$ cat config.mk
export PLATFORM = sky130hd
export DESIGN_NAME = mdc_stim_encoder
export DESIGN_NICKNAME = d
export VERILOG_FILES = /design/src/rtl/mdc_pkg.sv /design/src/rtl/mdc_ham_enc.sv /design/src/rtl/mdc_stim_encoder.sv
export SDC_FILE = /design/constraint.sdc
export NUM_CORES = 1
export LEC_CHECK = 0
export BUFFER_PORTS_ARGS = -buffer_cell sky130_fd_sc_hd__buf_2
export CORE_MARGIN = 4
export CORE_UTILIZATION = 54
export CTS_CLUSTER_DIAMETER = 50
export CTS_CLUSTER_SIZE = 8
export DETAILED_ROUTE_END_ITERATION = 6
export HOLD_SLACK_MARGIN = 0.06
export PLACE_DENSITY_LB_ADDON = 0.05
export REMOVE_ABC_BUFFERS = 1
export SLEW_MARGIN = 20
export SYNTH_ARGS = -nofsm -noshare
export SYNTH_HDL_FRONTEND = slang
export SYNTH_SLANG_ARGS = --single-unit
$ cat constraint.sdc
create_clock -name clk -period 10.7 [get_ports clk]
set_clock_uncertainty 0.2 [all_clocks]
set_input_delay 2.14 -clock clk [delete_from_list [all_inputs] [get_ports clk]]
set_output_delay 2.14 -clock clk [all_outputs]
set_load 0.01 [all_outputs]
$ cat src/rtl/mdc_pkg.sv
// Shared widths and FSM state type for the MDC stimulus encoder and its Hamming encoder.
package mdc_pkg;
  localparam int MAT_N   = 16;
  localparam int DATA_W  = 11;
  localparam int CODE_W  = 15;
  localparam int MODE_W  = 5;
  localparam int MCODE_W = 9;
  localparam int ERR_W   = 4;

  typedef enum logic [1:0] {IDLE, GAP, SEND, WAIT} state_t;
endpackage

$ cat src/rtl/mdc_ham_enc.sv
// Combinational Hamming encoder (position 1 = MSB, parity at powers of two) with optional
// single-bit flip at a 1-based codeword position; out-of-range positions leave the code intact.
module mdc_ham_enc
  import mdc_pkg::*;
#(
  parameter int K  = DATA_W,
  parameter int N  = CODE_W,
  parameter int EW = ERR_W
) (
  input  logic [K-1:0]  data,
  input  logic [EW-1:0] err_pos,
  output logic [N-1:0]  code
);

  always_comb begin
    logic [N-1:0] c;
    int           di;
    logic         par;
    c   = '0;
    di  = K - 1;
    par = 1'b0;
    // Data bits go MSB first into every non-power-of-two position, ascending.
    for (int p = 1; p <= N; p++) begin
      if ((p & (p - 1)) != 0) begin
        c[N-p] = data[di];
        di     = di - 1;
      end
    end
    for (int b = 0; (1 << b) <= N; b++) begin
      par = 1'b0;
      for (int p = 1; p <= N; p++) begin
        if (p[b]) par = par ^ c[N-p];
      end
      c[N-(1<<b)] = par;
    end
    if (err_pos != '0 && int'(err_pos) <= N) c[N-int'(err_pos)] = ~c[N-int'(err_pos)];
    code = c;
  end

endmodule

$ cat src/rtl/mdc_stim_encoder.sv
// Accepts one 4x4 matrix + mode, streams Hamming-encoded entries to the MDC over 16 cycles,
// then waits (bounded) for the core's out_valid before accepting the next transaction.
module mdc_stim_encoder
  import mdc_pkg::*;
#(
  parameter int GAP_CYCLES = 0,
  parameter int TIMEOUT    = 1000
) (
  input  logic                      clk,
  input  logic                      rst,
  input  logic                      s_valid,
  output logic                      s_ready,
  input  logic [MAT_N*DATA_W-1:0]   s_mat,
  input  logic [MODE_W-1:0]         s_mode,
  input  logic [MAT_N*ERR_W-1:0]    s_err_pos,
  input  logic [ERR_W-1:0]          s_mode_err,
  output logic                      in_valid,
  output logic [CODE_W-1:0]         in_data,
  output logic [MCODE_W-1:0]        in_mode,
  input  logic                      out_valid,
  output logic                      done,
  output logic                      timeout,
  output logic                      proto_err
);

  localparam int WCNT_W = $clog2(TIMEOUT + 1);

  state_t                    state_reg, state_next;
  logic [3:0]                idx_reg, idx_next;
  logic [3:0]                gap_cnt_reg, gap_cnt_next;
  logic [WCNT_W-1:0]         wait_cnt_reg, wait_cnt_next;
  logic [MAT_N*DATA_W-1:0]   mat_reg;
  logic [MODE_W-1:0]         mode_reg;
  logic [MAT_N*ERR_W-1:0]    err_reg;
  logic [ERR_W-1:0]          mode_err_reg;
  logic                      in_valid_reg, in_valid_next;
  logic [CODE_W-1:0]         in_data_reg, in_data_next;
  logic [MCODE_W-1:0]        in_mode_reg, in_mode_next;
  logic                      done_reg, done_next;
  logic                      timeout_reg, timeout_next;
  logic                      proto_err_reg, proto_err_next;

  logic [DATA_W-1:0]  entry     [MAT_N];
  logic [ERR_W-1:0]   entry_err [MAT_N];
  logic [CODE_W-1:0]  data_code;
  logic [MCODE_W-1:0] mode_code;

  for (genvar gi = 0; gi < MAT_N; gi++) begin : g_unpack
    assign entry[gi]     = mat_reg[DATA_W*gi +: DATA_W];
    assign entry_err[gi] = err_reg[ERR_W*gi +: ERR_W];
  end

  mdc_ham_enc #(.K(DATA_W), .N(CODE_W), .EW(ERR_W)) u_data_enc (
    .data    (entry[idx_reg]),
    .err_pos (entry_err[idx_reg]),
    .code    (data_code)
  );

  mdc_ham_enc #(.K(MODE_W), .N(MCODE_W), .EW(ERR_W)) u_mode_enc (
    .data    (mode_reg),
    .err_pos (mode_err_reg),
    .code    (mode_code)
  );

  always_comb begin
    state_next     = state_reg;
    idx_next       = idx_reg;
    gap_cnt_next   = gap_cnt_reg;
    wait_cnt_next  = wait_cnt_reg;
    in_valid_next  = 1'b0;
    in_data_next   = '0;
    in_mode_next   = '0;
    done_next      = 1'b0;
    timeout_next   = 1'b0;
    proto_err_next = out_valid && (state_reg != WAIT);
    case (state_reg)
      IDLE: begin
        if (s_valid) begin
          idx_next     = '0;
          gap_cnt_next = '0;
          state_next   = (GAP_CYCLES > 0) ? GAP : SEND;
        end
      end
      GAP: begin
        if (gap_cnt_reg == 4'(GAP_CYCLES - 1)) state_next = SEND;
        else gap_cnt_next = gap_cnt_reg + 4'd1;
      end
      SEND: begin
        in_valid_next = 1'b1;
        in_data_next  = data_code;
        in_mode_next  = (idx_reg == '0) ? mode_code : '0;
        idx_next      = idx_reg + 4'd1;
        if (idx_reg == 4'(MAT_N - 1)) begin
          state_next    = WAIT;
          wait_cnt_next = WCNT_W'(1);
        end
      end
      WAIT: begin
        // A result arriving on the timeout cycle still counts as success.
        if (out_valid) begin
          state_next = IDLE;
          done_next  = 1'b1;
        end else if (wait_cnt_reg >= WCNT_W'(TIMEOUT)) begin
          state_next   = IDLE;
          timeout_next = 1'b1;
        end else if (wait_cnt_reg != '1) begin
          wait_cnt_next = wait_cnt_reg + WCNT_W'(1);
        end
      end
      default: state_next = IDLE;
    endcase
  end

  always_ff @(posedge clk) begin
    if (rst) begin
      state_reg     <= IDLE;
      idx_reg       <= '0;
      gap_cnt_reg   <= '0;
      wait_cnt_reg  <= '0;
      in_valid_reg  <= 1'b0;
      in_data_reg   <= '0;
      in_mode_reg   <= '0;
      done_reg      <= 1'b0;
      timeout_reg   <= 1'b0;
      proto_err_reg <= 1'b0;
    end else begin
      state_reg     <= state_next;
      idx_reg       <= idx_next;
      gap_cnt_reg   <= gap_cnt_next;
      wait_cnt_reg  <= wait_cnt_next;
      in_valid_reg  <= in_valid_next;
      in_data_reg   <= in_data_next;
      in_mode_reg   <= in_mode_next;
      done_reg      <= done_next;
      timeout_reg   <= timeout_next;
      proto_err_reg <= proto_err_next;
    end
  end

  always_ff @(posedge clk) begin
    if (s_valid && state_reg == IDLE) begin
      mat_reg      <= s_mat;
      mode_reg     <= s_mode;
      err_reg      <= s_err_pos;
      mode_err_reg <= s_mode_err;
    end
  end

  assign s_ready   = (state_reg == IDLE);
  assign in_valid  = in_valid_reg;
  assign in_data   = in_data_reg;
  assign in_mode   = in_mode_reg;
  assign done      = done_reg;
  assign timeout   = timeout_reg;
  assign proto_err = proto_err_reg;

endmodule

# After elaboration in Yosys (flattened, before gate mapping)
# Cells that the tools add are included.
op_classes:
  addsub: 5
  n_lt_le_gt_ge: 7
  n_eq_ne: 15
  n_mux: 38
  bitwise_logic: 37
  reduce_logical: 20
op_table:
  columns: ["cell", "count"]
  rows:
  - ["11-bit binary-select mux with 4-bit select", 1]
  - ["10-bit 2-to-1 mux", 4]
  - ["1-bit bitwise XOR", 31]
  - ["11-bit 2-to-1 mux", 2]
  - ["10-bit one-hot mux with 2 select lines", 1]
  - ["4-bit binary-select mux with 4-bit select", 1]
  - ["4-bit 2-to-1 mux", 4]
  - ["2-bit != test, second input constant", 8]
  - ["4-bit one-hot mux with 2 select lines", 2]
  - ["15-bit bitwise mux", 1]
  - ["15-bit 2-to-1 mux", 1]
  - ["5-bit by 6-bit less-than comparator with 1-bit output, second input constant", 2]
  - ["10-bit by 1-bit adder with 10-bit output, second input constant", 1]
  - ["10-bit greater-or-equal comparator, second input constant", 1]
  - ["5-bit by 1-bit greater-or-equal comparator with 1-bit output, second input constant", 2]
  - ["2-bit 2-to-1 mux", 5]
  - ["10-bit != test, second input constant", 1]
  - ["4-bit by 4-bit subtractor with 5-bit output, first input constant", 2]
  - ["9-bit bitwise mux", 1]
  - ["1-bit 2-to-1 mux", 9]
  - ["9-bit 2-to-1 mux", 1]
  - ["4-bit by 1-bit adder with 4-bit output, second input constant", 2]
  - ["1-bit binary-select mux with 4-bit select", 2]
  - ["1-bit demux with 4-bit select", 2]
  - ["other kinds (20)", 35]
word_totals:
  regBits: 297
  inputBits: 253
  word_cells: 136

# Logic depth before layout (Yosys ltp)
logic_depth:
  depth_word: 16
  mapped_depth: 11

# Cells and area by module
# Synthesis repeated with hierarchy kept, for this count alone.
hier_totals:
  hier_cells: 688
  hier_area_um2: 11932.7
modules_own_cells:
  columns: ["mod", "instances", "cells_per_inst", "area_per_inst_um2", "seq_area_each_um2"]
  rows:
  - ["mdc_stim_encoder", 1, 569, 11055.6, 8438.1]
  - ["mdc_ham_enc at u_data_enc", 1, 68, 505.5, 0.0]
  - ["mdc_ham_enc at u_mode_enc", 1, 51, 371.6, 0.0]

# Least setup slack after synthesis
# OpenSTA, ideal clock, no wires.
synth_path:
  path_kind: "input port to flip-flop"
  startpoint: "in s_valid"
  endpoint: "reg gap_cnt_reg[3]"
  arrival_ns: 9.191
  required_ns: 10.428
  path_slack_ns: 1.237
  stages: 4
  cell_sequence: "and2_1 > nor2_1 > or3_1 > a21oi_1"
synth_via:
  elab_chain_len: 2
synth_rtl:
  columns: ["element", "line_no", "text"]
  rows:
  - ["start: declaration", "mdc_stim_encoder.sv:11", "input logic s_valid,"]
  - ["2-bit != test (no source line)", null, null]
  - ["3-bit AND reduction (no source line)", null, null]
  - ["end signal: assignment", "mdc_stim_encoder.sv:129", "gap_cnt_reg <= gap_cnt_next;"]
  - ["end: declaration", "mdc_stim_encoder.sv:30", "logic [3:0] gap_cnt_reg, gap_cnt_next;"]
# No other way between the ends.
# A chain may end at the register's enable or synchronous reset.

# Worst setup path after layout
layout_path:
  startpoint: "in s_valid"
  endpoint: "reg mat_reg[119], enable pin"
layout_via:
  elab_chain_len: 1
layout_rtl:
  columns: ["element", "line_no", "text"]
  rows:
  - ["1-bit logical AND", "mdc_stim_encoder.sv:141", "if (s_valid && state_reg == IDLE) begin"]
  - ["end signal: assignment", "mdc_stim_encoder.sv:142", "mat_reg <= s_mat;"]
  - ["end: declaration", "mdc_stim_encoder.sv:32", "logic [MAT_N*DATA_W-1:0] mat_reg;"]
# No other way between the ends.

==> reports/results.tsv <==
stage	metric	value	unit
run_status	status	finished clean	
worst_setup_path	CP max stage delay	740	ps
logic_synthesis	Synth Instances	681	
logic_synthesis	Synth Area in Compound Gates	3.51	%
pwr	Worst VDD drop	0.153	mV
worst_setup_path	worst setup path endpoint	mat_reg[119]	
logic_synthesis	most common library cells after synthesis	249 x edfxtp_1, 59 x mux4_2, 48 x dfxtp_1, 42 x nor2_1, 41 x nand2_1	
clock_network	Hold Buf Count CTS	0	
sta	max-slew violations	0	
worst_setup_path	Register-to-Register Path Depth	7	
sta	final worst slack	6840	ps
floorplan	die height	156	um
placed_design	RD Place Congestion	0.862	
worst_setup_path	Worst Path Arrival	3800	ps
logic_synthesis	dominant cells by area after synthesis	edfxtp_1 63%, mux4_2 11%, dfxtp_1 8.1%	
job	Max Cap Viol	0	
logic_synthesis	area of the mapped netlist	11900	um2
placed_design	worst slack at placement	6050	ps
route	Initial DRT Pass Iterations	5	
final_layout	max reg flops	176	
logic_synthesis	Synth cell types	48	
floorplan	core area	21300	um2
worst_setup_path	FF-to-FF setup slack	7010	ps
sta	relative slew slack	28.0	%
route	final WL	26300	um
logic_synthesis	area fraction of the dominant cell type after synthesis	63.1	%
grt	Tot GR Track Use	21.4	%
grt	gr ovfl total	0	
floorplan	Initial Util	55.7	%
worst_setup_path	Buf/Inv on CP	2	
logic_synthesis	most frequent cell after synthesis	edfxtp_1	
worst_setup_path	CP Capture Type	register	
route	Routed wire per std cell	20.5	um
final_layout	Fill cells	1474	
worst_setup_path	critical path type	primary input to register	
route	total number of vias	7055	
grt	pin count of the biggest net entering global routing	95	
placed_design	I/O Buffers	281	
route	initial drt markers	504	
worst_setup_path	Crit path required time	10630	ps
grt	initial antenna violation count	2	
grt	wire length of the first global-routing pass	40300	um
clock_network	H-tree levels	2	
logic_synthesis	Main synth FF type	edfxtp_1	
sta	Worst-Margin Slew	1080	ps
logic_synthesis	Synth Area in XOR/XNOR	3.04	%
logic_synthesis	Synth Warn #	0	
logic_synthesis	EDFF count, synth	249	
clock_network	maximum clock path buffer count	3	
logic_synthesis	asr flop ratio synth	0	%
clock_network	clk_lat worst skew	510	ps
worst_setup_path	worst-path maximum fanout	89	
logic_synthesis	register area share after synthesis	71.2	%
clock_network	post_cts resized	0	
sta	Final setup violation count	0	
sta	fin crit share	36.1	%
route	# DRC	0	
worst_setup_path	CP startpoint kind	primary input	
final_layout	Layout Nets	1244	
worst_setup_path	reg2reg end	in_data[3]	
clock_network	TritonCTS clock tree	yes	
worst_setup_path	family with the most delay on the worst path	buffers and inverters	
logic_synthesis	Avg Inst Size Synth	17.4	um2
final_layout	Layout area overhead	23.9	%
sta	Max Clk Rate	259	MHz
floorplan	FP Rows	53	
placed_design	HPWL Detailed	18400	um
logic_synthesis	Post-Synth Simple-Gate Area	5.69	%
sta	setup tns final	0	ps
floorplan	Total Die Area	24400	um2
clock_network	Worst-path clk slew	50	ps
sta	RSZ-0062 raised after global routing	no	
clock_network	post-CTS setup repair buffer count	0	
logic_synthesis	largest area contributor in the netlist	edfxtp_1	
route	vias per inst	5.49	
logic_synthesis	largest family of logic cells by synthesized area	multiplexers	
logic_synthesis	Synth Register Bits	297	
worst_setup_path	total number of cells along the worst setup path	3	
logic_synthesis	mux contribution to synthesized area	14.0	%
worst_setup_path	origin of the worst setup path	s_valid	
route	Post-DRT Antenna Nets	0	
grt	vias in the first global route	7578	
sta	final period demand of the worst path	3860	ps
pwr	power per cell area	189	nW/um2
worst_setup_path	Critical R2R Launch	idx_reg[1]	
floorplan	die width	156	um
worst_setup_path	critical path's slowest cell	and2_4	
final_layout	share of layout cells above drive strength 1	40.4	%
worst_setup_path	critical-path cell list	buf_2 -> and2_4 -> buf_6	
clock_network	clock buffer count from CTS	43	
clock_network	clock root cell	clkbuf_16	
pwr	Leak Pwr	5.55	nW
clock_network	clock sink count	297	
sta	Hold Vio Cnt, Final	0	
logic_synthesis	Adder-Cell Fraction of Synth Area	0.845	%
floorplan	I/O pins	282	
hold_path	Hold WC Path Type	register to register	
==> how the worst min path moves through the flow <==
| stage | slack, ps | start | depth (start not counted) | end |
|---|---|---|---|---|
| 2_1_floorplan | 230 | wait_cnt_reg[9] | 2 | wait_cnt_reg[9] |
| 3_3_place_gp | 250 | wait_cnt_reg[9] | 2 | wait_cnt_reg[9] |
| 3_5_place_dp | 280 | gap_cnt_reg[1] | 2 | gap_cnt_reg[1] |
| 4_1_cts | 290 | gap_cnt_reg[1] | 2 | gap_cnt_reg[1] |
| 5_1_grt | 300 | gap_cnt_reg[1] | 2 | gap_cnt_reg[1] |
| 6_report | 300 | gap_cnt_reg[1] | 2 | gap_cnt_reg[1] |
==> cell type report <==
type	count	area, um2	share of cell area, %
clock buffers	67	1180	8.01
diodes	2	5.00	0.0341
well taps	275	344	2.34
flip-flops and latches	297	8450	57.5
repair buffers	285	1440	9.83
multi-input cells	345	3210	21.9
inverters	11	41.3	0.281
clock inverters	2	13.8	0.0937
==> power by group <==
group	switching, mW	total, mW	internal (mW)	leakage, nW
registers	0.0246	1.35	1.33	2.76
clock network	0.452	1.19	0.743	0.573
logic	0.110	0.222	0.112	2.22
total	0.586	2.77	2.18	5.55
==> layer usage <==
metal  share of wire (%)  global-route usage, %
met5                   0                      0
met4                 1.8                   5.66
met2                  52                   36.6
met3                 8.1                   4.74
met1                  39                   28.2
==> worst reg2reg max path, cell delays in order (launching register included) <==
cell      delay [ps]
dfxtp_4          470
buf_4            750
mux4_2           610
mux2_2           310
o31ai_1          600
a222oi_1         190
nor2b_1          280
a211oi_1         130
==> logic make-up (layout without fill, tap and decap cells) <==
group,after synthesis,in the layout
flops,297,297
simple gates,144,144
mux,91,91
compound gates,64,64
buf+inv,39,365
xor+xnor,38,38
fa+ha+maj,8,8
other cells,0,2
==> per-stage QoR <==
stage,instance area (um2),utilization [%],cells,power (mW),hold WS [ps]
2_1_floorplan,11700,-,653,1.52,230
3_3_place_gp,13500,63.3,1213,1.59,246
3_5_place_dp,13500,63.3,1213,1.60,280
4_1_cts,14700,68.9,1282,2.80,286
5_1_grt,14700,69.0,1284,2.88,300
6_report,14700,69.0,1284,2.77,295
==> layout by cell type (no fill, tap or decap), types with 2 or more instances in the layout <==
cell	Yosys	routed
mux4_2	59	59
edfxtp_1	249	249
xor2_1	15	15
or2_2	3	3
o22ai_1	4	4
clkbuf_16	0	43
nor2_1	42	42
nor3_1	12	12
a21oi_1	16	16
o31ai_1	2	2
inv_1	11	11
nand3_1	10	10
nand2_1	41	41
nand2b_1	7	7
or3_1	3	3
buf_2	7	281
ha_1	8	8
buf_4	3	2
and2_1	4	3
nand4_1	4	4
o21ai_0	8	8
and3_1	4	4
mux2i_1	24	24
xnor2_1	21	21
mux2_2	8	8
buf_6	5	2
dfxtp_1	48	45
clkbuf_1	10	23
nor2b_1	8	8
a211oi_1	5	5
a22oi_1	9	9
a31oi_1	10	10
dfxtp_4	0	2
a22o_1	2	2
diode_2	0	2
xnor3_1	2	2
(Power assumes the default switching activity.)
